**config.mk**
```make
export PLATFORM = sky130hd
export DESIGN_NAME = game_turn_ctrl_flat
export DESIGN_NICKNAME = d
export VERILOG_FILES = /design/src/rtl/game_pkg.sv /design/src/rtl/game_turn_ctrl_if.sv /design/src/rtl/game_addr_map.sv /design/src/rtl/game_turn_ctrl.sv /design/src/flat_wrapper.sv
export SDC_FILE = /design/constraint.sdc
export NUM_CORES = 1
export LEC_CHECK = 0
export BUFFER_PORTS_ARGS = -buffer_cell sky130_fd_sc_hd__buf_2
export CAP_MARGIN = 20
export CORE_UTILIZATION = 40
export CTS_BUF_LIST = sky130_fd_sc_hd__clkbuf_16
export CTS_CLUSTER_SIZE = 8
export DETAILED_ROUTE_END_ITERATION = 7
export PLACE_DENSITY = 0.62
export SLEW_MARGIN = 20
export SYNTH_ARGS = -nofsm -noshare
export SYNTH_HDL_FRONTEND = slang
export SYNTH_SLANG_ARGS = --single-unit
export TNS_END_PERCENT = 5
```
**constraint.sdc**
```tcl
create_clock -name clk -period 6.7 [get_ports clk]
set_input_delay 1.005 -clock clk [delete_from_list [all_inputs] [get_ports clk]]
set_output_delay 1.005 -clock clk [all_outputs]
set_load 0.05 [all_outputs]
```
**src/rtl/game_pkg.sv**
```systemverilog
// Shared types for the two-player battleship turn controller: cell codes, game phases,
// controller states and board geometry.
package game_pkg;

  localparam int unsigned BOARD_DIM = 10;

  typedef enum logic [1:0] {
    CellEmpty = 2'b00,
    CellShip  = 2'b01,
    CellHit   = 2'b10,
    CellMiss  = 2'b11
  } cell_e;

  typedef enum logic [1:0] {
    PhIdle   = 2'b00,
    PhPlace  = 2'b01,
    PhBattle = 2'b10,
    PhOver   = 2'b11
  } phase_e;

  typedef enum logic [2:0] {
    StIdle,
    StPlace,
    StPRead,
    StPEval,
    StShoot,
    StSRead,
    StSEval,
    StOver
  } state_e;

  localparam logic [1:0] WinNone  = 2'b00;
  localparam logic [1:0] WinHost  = 2'b01;
  localparam logic [1:0] WinGuest = 2'b10;

  function automatic phase_e phase_of(state_e st);
    phase_e ph;
    ph = PhIdle;
    unique case (st)
      StPlace, StPRead, StPEval: ph = PhPlace;
      StShoot, StSRead, StSEval: ph = PhBattle;
      StOver:                    ph = PhOver;
      default:                   ph = PhIdle;
    endcase
    return ph;
  endfunction

endpackage

```
**src/rtl/game_turn_ctrl_if.sv**
```systemverilog
// Player-input, board-access and status bundle of the turn controller.
// master = controller side, slave = player/board environment side.
interface game_turn_ctrl_if;
  logic       start;
  logic       click;
  logic [3:0] cell_row;
  logic [3:0] cell_col;

  logic       rd_en;
  logic       rd_side;
  logic [6:0] rd_addr;
  logic [1:0] rd_data;

  logic       wr_en;
  logic       wr_side;
  logic [6:0] wr_addr;
  logic [1:0] wr_data;

  logic [1:0] phase;
  logic       turn;
  logic [2:0] hits_host;
  logic [2:0] hits_guest;
  logic [1:0] winner;

  modport master (
    input  start, click, cell_row, cell_col, rd_data,
    output rd_en, rd_side, rd_addr, wr_en, wr_side, wr_addr, wr_data,
    output phase, turn, hits_host, hits_guest, winner
  );

  modport slave (
    output start, click, cell_row, cell_col, rd_data,
    input  rd_en, rd_side, rd_addr, wr_en, wr_side, wr_addr, wr_data,
    input  phase, turn, hits_host, hits_guest, winner
  );
endinterface

```
**src/rtl/game_addr_map.sv**
```systemverilog
// Maps a (row, col) board coordinate to a linear cell address row*BOARD_DIM+col and
// flags whether the coordinate lies on the board.
module game_addr_map
  import game_pkg::*;
(
  input  logic [3:0] row_i,
  input  logic [3:0] col_i,
  output logic [6:0] addr_o,
  output logic       valid_o
);

  localparam logic [3:0] Dim = 4'(BOARD_DIM);

  always_comb begin
    valid_o = (row_i < Dim) && (col_i < Dim);
    // Out-of-range coordinates may wrap; callers gate on valid_o.
    addr_o  = 7'(row_i) * 7'(BOARD_DIM) + 7'(col_i);
  end

endmodule

```
**src/rtl/game_turn_ctrl.sv**
```systemverilog
// Turn controller for a two-player battleship game: ship placement, alternating shots
// with extra shot on a hit, hit counting and win detection. All outputs are registered.
module game_turn_ctrl
  import game_pkg::*;
#(
  parameter int unsigned SHIP_CELLS = 4
) (
  input logic              clk,
  input logic              rst,
  game_turn_ctrl_if.master bus_io
);

  localparam logic [2:0] ShipCnt = 3'(SHIP_CELLS);

  logic [6:0] map_addr;
  logic       map_valid;

  game_addr_map u_addr_map (
    .row_i   (bus_io.cell_row),
    .col_i   (bus_io.cell_col),
    .addr_o  (map_addr),
    .valid_o (map_valid)
  );

  state_e     state_q, state_d;
  phase_e     phase_q, phase_d;
  logic       turn_q, turn_d;
  logic [2:0] place_cnt_q, place_cnt_d;
  logic [2:0] hits_host_q, hits_host_d;
  logic [2:0] hits_guest_q, hits_guest_d;
  logic [1:0] winner_q, winner_d;
  logic       rd_en_q, rd_en_d;
  logic       rd_side_q, rd_side_d;
  logic [6:0] rd_addr_q, rd_addr_d;
  logic       wr_en_q, wr_en_d;
  logic       wr_side_q, wr_side_d;
  logic [6:0] wr_addr_q, wr_addr_d;
  logic [1:0] wr_data_q, wr_data_d;

  cell_e      rd_cell;
  logic [2:0] shooter_hits;
  logic [2:0] shooter_hits_inc;

  assign rd_cell          = cell_e'(bus_io.rd_data);
  assign shooter_hits     = turn_q ? hits_guest_q : hits_host_q;
  assign shooter_hits_inc = (shooter_hits < ShipCnt) ? shooter_hits + 3'd1 : shooter_hits;

  always_comb begin
    state_d      = state_q;
    turn_d       = turn_q;
    place_cnt_d  = place_cnt_q;
    hits_host_d  = hits_host_q;
    hits_guest_d = hits_guest_q;
    winner_d     = winner_q;
    rd_en_d      = 1'b0;
    rd_side_d    = rd_side_q;
    rd_addr_d    = rd_addr_q;
    wr_en_d      = 1'b0;
    wr_side_d    = wr_side_q;
    wr_addr_d    = wr_addr_q;
    wr_data_d    = wr_data_q;

    unique case (state_q)
      StIdle, StOver: begin
        if (bus_io.start) begin
          state_d      = StPlace;
          turn_d       = 1'b0;
          place_cnt_d  = '0;
          hits_host_d  = '0;
          hits_guest_d = '0;
          winner_d     = WinNone;
        end
      end
      StPlace, StShoot: begin
        if (bus_io.click && map_valid) begin
          rd_en_d   = 1'b1;
          rd_addr_d = map_addr;
          // Placement works on the own board, shooting on the opponent's.
          if (state_q == StPlace) begin
            state_d   = StPRead;
            rd_side_d = turn_q;
          end else begin
            state_d   = StSRead;
            rd_side_d = ~turn_q;
          end
        end
      end
      StPRead: state_d = StPEval;
      StSRead: state_d = StSEval;
      StPEval: begin
        state_d = StPlace;
        if (rd_cell == CellEmpty) begin
          wr_en_d     = 1'b1;
          wr_side_d   = rd_side_q;
          wr_addr_d   = rd_addr_q;
          wr_data_d   = CellShip;
          place_cnt_d = place_cnt_q + 3'd1;
          if (place_cnt_q + 3'd1 == ShipCnt) begin
            place_cnt_d = '0;
            turn_d      = ~turn_q;
            if (turn_q) state_d = StShoot;
          end
        end
      end
      StSEval: begin
        state_d   = StShoot;
        wr_side_d = rd_side_q;
        wr_addr_d = rd_addr_q;
        unique case (rd_cell)
          CellShip: begin
            wr_en_d   = 1'b1;
            wr_data_d = CellHit;
            if (turn_q) hits_guest_d = shooter_hits_inc;
            else        hits_host_d  = shooter_hits_inc;
            if (shooter_hits_inc == ShipCnt) begin
              state_d  = StOver;
              winner_d = turn_q ? WinGuest : WinHost;
            end
          end
          CellEmpty: begin
            wr_en_d   = 1'b1;
            wr_data_d = CellMiss;
            turn_d    = ~turn_q;
          end
          default: ;
        endcase
      end
      default: state_d = StIdle;
    endcase

    phase_d = phase_of(state_d);
  end

  always_ff @(posedge clk or posedge rst) begin
    if (rst) begin
      state_q      <= StIdle;
      phase_q      <= PhIdle;
      turn_q       <= 1'b0;
      place_cnt_q  <= '0;
      hits_host_q  <= '0;
      hits_guest_q <= '0;
      winner_q     <= WinNone;
      rd_en_q      <= 1'b0;
      rd_side_q    <= 1'b0;
      rd_addr_q    <= '0;
      wr_en_q      <= 1'b0;
      wr_side_q    <= 1'b0;
      wr_addr_q    <= '0;
      wr_data_q    <= '0;
    end else begin
      state_q      <= state_d;
      phase_q      <= phase_d;
      turn_q       <= turn_d;
      place_cnt_q  <= place_cnt_d;
      hits_host_q  <= hits_host_d;
      hits_guest_q <= hits_guest_d;
      winner_q     <= winner_d;
      rd_en_q      <= rd_en_d;
      rd_side_q    <= rd_side_d;
      rd_addr_q    <= rd_addr_d;
      wr_en_q      <= wr_en_d;
      wr_side_q    <= wr_side_d;
      wr_addr_q    <= wr_addr_d;
      wr_data_q    <= wr_data_d;
    end
  end

  assign bus_io.rd_en      = rd_en_q;
  assign bus_io.rd_side    = rd_side_q;
  assign bus_io.rd_addr    = rd_addr_q;
  assign bus_io.wr_en      = wr_en_q;
  assign bus_io.wr_side    = wr_side_q;
  assign bus_io.wr_addr    = wr_addr_q;
  assign bus_io.wr_data    = wr_data_q;
  assign bus_io.phase      = phase_q;
  assign bus_io.turn       = turn_q;
  assign bus_io.hits_host  = hits_host_q;
  assign bus_io.hits_guest = hits_guest_q;
  assign bus_io.winner     = winner_q;

endmodule

```
**src/flat_wrapper.sv**
```systemverilog
// flat-port wrapper written by rule: the top's interface ports become plain ports
module game_turn_ctrl_flat import game_pkg::*;
#(
  parameter int unsigned SHIP_CELLS = 4
)
  (clk, rst, bus_io_start, bus_io_click, bus_io_cell_row, bus_io_cell_col, bus_io_rd_data, bus_io_rd_en, bus_io_rd_side, bus_io_rd_addr, bus_io_wr_en, bus_io_wr_side, bus_io_wr_addr, bus_io_wr_data, bus_io_phase, bus_io_turn, bus_io_hits_host, bus_io_hits_guest, bus_io_winner);
  game_turn_ctrl_if bus_io_i ();
  input logic clk;
  input logic rst;
  input wire logic [$bits(bus_io_i.start)-1:0] bus_io_start;
  input wire logic [$bits(bus_io_i.click)-1:0] bus_io_click;
  input wire logic [$bits(bus_io_i.cell_row)-1:0] bus_io_cell_row;
  input wire logic [$bits(bus_io_i.cell_col)-1:0] bus_io_cell_col;
  input wire logic [$bits(bus_io_i.rd_data)-1:0] bus_io_rd_data;
  output wire logic [$bits(bus_io_i.rd_en)-1:0] bus_io_rd_en;
  output wire logic [$bits(bus_io_i.rd_side)-1:0] bus_io_rd_side;
  output wire logic [$bits(bus_io_i.rd_addr)-1:0] bus_io_rd_addr;
  output wire logic [$bits(bus_io_i.wr_en)-1:0] bus_io_wr_en;
  output wire logic [$bits(bus_io_i.wr_side)-1:0] bus_io_wr_side;
  output wire logic [$bits(bus_io_i.wr_addr)-1:0] bus_io_wr_addr;
  output wire logic [$bits(bus_io_i.wr_data)-1:0] bus_io_wr_data;
  output wire logic [$bits(bus_io_i.phase)-1:0] bus_io_phase;
  output wire logic [$bits(bus_io_i.turn)-1:0] bus_io_turn;
  output wire logic [$bits(bus_io_i.hits_host)-1:0] bus_io_hits_host;
  output wire logic [$bits(bus_io_i.hits_guest)-1:0] bus_io_hits_guest;
  output wire logic [$bits(bus_io_i.winner)-1:0] bus_io_winner;
  assign bus_io_i.start = bus_io_start;
  assign bus_io_i.click = bus_io_click;
  assign bus_io_i.cell_row = bus_io_cell_row;
  assign bus_io_i.cell_col = bus_io_cell_col;
  assign bus_io_i.rd_data = bus_io_rd_data;
  assign bus_io_rd_en = bus_io_i.rd_en;
  assign bus_io_rd_side = bus_io_i.rd_side;
  assign bus_io_rd_addr = bus_io_i.rd_addr;
  assign bus_io_wr_en = bus_io_i.wr_en;
  assign bus_io_wr_side = bus_io_i.wr_side;
  assign bus_io_wr_addr = bus_io_i.wr_addr;
  assign bus_io_wr_data = bus_io_i.wr_data;
  assign bus_io_phase = bus_io_i.phase;
  assign bus_io_turn = bus_io_i.turn;
  assign bus_io_hits_host = bus_io_i.hits_host;
  assign bus_io_hits_guest = bus_io_i.hits_guest;
  assign bus_io_winner = bus_io_i.winner;
  game_turn_ctrl #(.SHIP_CELLS(SHIP_CELLS)) u_core (.clk(clk), .rst(rst), .bus_io(bus_io_i));
endmodule
```
==> metrics <==
top routing layer used met4; Met3 Wirelength 149 microns; average vias per placed instance roughly 5.2; Post-CTS Setup Repair Bufs 0; unique cell type count in the Yosys netlist 44; standard-cell rows 25; detailed-routing iteration count for the pre-antenna-repair pass 4; met1 wire length roughly 2200 microns; Routed Antenna Nets 0; Die Footprint 5530 sq um; sequential area share after synthesis about 43%; total CTS buffers 5; most frequent CP cell ha_1; share of the synthesized area in the top cell type a little over two fifths; CORE AREA 4880 sq um; overall die height ~74 microns; wire length of the first global-routing pass 7310 microns; critical-path cell list buf_2, ha_1, ha_1, fa_1, nand2_1, nor2_1, xnor2_1, mux2_1; GRT Total Usage 17.7%; slack of the worst reg-to-reg path about 4.3 ns; Starting Density 42.9%; non-filler cells, final 319; drt first-iter violations between 100 and 150; met2 layer wire length in the routed design 1930 microns; total routed wirelength 4280 microns; Synth Warn # 0; Rel. slew slack 63.5%; Clock Tree Root clkbuf_16; Port Buffer Count 44; cell with the largest stage delay on the worst path fa_1; Area contributors post-synth dfrtp_1 (43%), mux2_2 (5.9%), ha_1 (5.4%); total grt overflow 0; count of final setup violators 0; Tightest Pin Transition 0.548 ns; total placed cells including tap cells 312; kind of start point of the critical path input pin; maximum buffer depth of the clock tree 2; critical path launch point bus_io_cell_row[1]; initial antenna violation count 0; data arrival time of the critical path around 2.7 ns; final count of hold timing violations 0; end of the worst hold path u_core.bus_io.wr_data[1]; Sum Neg Setup Slack 0 ns; reg2reg path depth 7; peak fanout along the critical path 4; count of vias placed by the detailed router about 1700; skew final approximately 0.0049 ns; post-detailed-placement half-perimeter wirelength 3120 microns; post-layout min period roughly 2.5 ns; Antenna diodes 0; number of nets in the layout 277; via count of the first global-routing pass 1543; status complete, no violations; count of hold-fix buffers inserted at cts 0; fraction of final layout cells sized beyond drive strength 1 27.0%; critical path class in2reg; Final Slew Violations 0; kind of path behind the tightest hold check reg2reg; post-synth design cell area approximately 2100 sq um; CTS tree done; Hold Startpoint u_core.bus_io.wr_data[1]; unrepaired setup endpoints after global routing no; delay of the slowest critical-path stage 0.52 ns; die span in x around 74 microns; Setup Slack @ Placement 3.89 ns; leakage component of the power 1.19 nW; combined buffer and inverter count along the critical path 1; maximum number of pins on one net before global-route repair 37; worst path required time 6.86 ns; gate count of the mapped netlist between 200 and 250; clock latency on the worst-skew pair 0.28 ns; global placer's final weighted congestion slightly below 0.8; portion of the clock cycle consumed by the worst path in the final layout 37.7%; Hold Path Depth 1; number of filler instances in the final layout 446; max-cap check violation count 0; number of synthesized register bits 36; final worst setup slack 4.17 ns; clock slew at reported path FFs 0.06 ns; Avg Synthesized Cell Area about 10 sq um; H-tree Lvls 2; nets in the synthesized netlist 231; Synth area leader dfrtp_1; DRC viols 0; Resized Gates After CTS 0; Num Clock Sinks 36; Synth-to-Final Area Change 19.4%; RR Startpoint u_core.bus_io.turn; Routed wire per std cell 13.4 microns; cell family contributing the most delay on the critical path adder cells; Max VDD drop 0.274 mV; Top Ports 45; achievable clock frequency 396 MHz; Critical Path Sink Type flip-flop; end of the worst register-to-register path u_core.bus_io.phase[0]; power per unit of standard cell area 376 nW/um^2
==> worst max-delay path by stage <==
stage                                    end  slack, ns  cells after the start
CTS                 u_core.bus_io.rd_addr[6]       4.18                      8
global placement    u_core.bus_io.rd_addr[6]       3.90                      8
finish              u_core.bus_io.rd_addr[6]       4.17                      8
floorplan             u_core.bus_io.phase[0]       4.01                      9
detailed placement  u_core.bus_io.rd_addr[6]       3.89                      8
global route               u_core.state_q[0]       4.07                      7
==> logic make-up (layout without fill, tap and decap cells) <==
logic type	Yosys count	after routing	share of synthesized area, %
buffers and inverters	17	63	3.76
adders and majority gates	11	11	7.28
DFF	36	36	43.0
and+or+nand+nor	62	62	15.3
AOI/OAI and AO/OA	51	51	16.0
xor gates and xnor gates	6	6	2.51
muxes	23	23	12.1
==> report_power, final <==
group,leakage (nW),switching [mW],internal [mW]
sequential,0.462,0.0496,0.277
clock,0.0648,0.0820,0.133
combinational,0.659,0.287,0.113
total,1.19,0.419,0.523
==> final cells by class <==
| cell class | count | area (sq um) | share of cell area, % |
|---|---|---|---|
| multi-input combinational | 153 | 1120 | 44.6 |
| sequential | 36 | 901 | 36.0 |
| clock buffer | 5 | 125 | 5.00 |
| timing repair buffer | 45 | 228 | 9.10 |
| tap | 67 | 83.8 | 3.35 |
| clock inverter | 2 | 7.51 | 0.300 |
| inverter | 11 | 41.3 | 1.65 |
==> cells in the final DEF, fill, tap and decap left out, types with 3 or more instances in the layout <==
cell type,count
nand2_1,17
nand2b_1,5
xnor2_1,4
dfrtp_1,36
ha_1,9
buf_2,44
mux2i_1,4
a21oi_1,15
clkbuf_16,5
nand4_1,4
mux2_2,11
nand3_1,6
mux2_1,8
o21a_1,5
nor2b_1,4
o21ai_0,9
a31oi_1,3
inv_1,10
nor2_1,14
nor3_1,3
==> sequential cells by signal, summed over array words and instances, names as in the netlist <==
signal and cells:
u_core.state_q 3, u_core.bus_io.wr_data 2, u_core.bus_io.winner 2, u_core.bus_io.phase 1, u_core.place_cnt_q 3, u_core.bus_io.wr_addr 7
u_core.bus_io.hits_guest 3, u_core.bus_io.wr_en 1, u_core.bus_io.hits_host 3, u_core.bus_io.rd_side 1, u_core.bus_io.wr_side 1, u_core.bus_io.turn 1
u_core.bus_io.rd_en 1, u_core.bus_io.rd_addr 7
==> synth_stat cells, drive strengths merged <==
library cell,number
dfrtp,36
mux2,19
nand2,18
a21oi,16
nor2,15
o21ai,13
inv,11
ha,9
nand3,6
nand2b,5
o21a,5
buf,4
mux2i,4
nand4,4
nor2b,4
xnor2,4
a31oi,3
nor3,3
a22oi,2
a311oi,2
and2,2
and4b,2
clkbuf,2
fa,2
nand3b,2
o211ai,2
xor2,2
a21o,1
a32o,1
a32oi,1
a41oi,1
o221ai,1
o22ai,1
o311a,1
o31ai,1
or4b,1
==> layer usage <==
layer	vias up	global-route usage [%]
li1	839	-
met1	790	25.6
met2	33	25.2
met3	2	5.15
met4	0	5.87
met5	-	0
==> metrics by stage <==
stage	util, %	total power [mW]	hold WS, ns	area, sq um
floorplan	-	0.643	0.477	2100
global placement	48.6	0.729	0.474	2370
detailed placement	48.6	0.732	0.481	2370
CTS	51.3	0.952	0.494	2500
global route	51.3	0.991	0.503	2500
finish	51.3	0.941	0.488	2500
(Power assumes the default switching activity.)
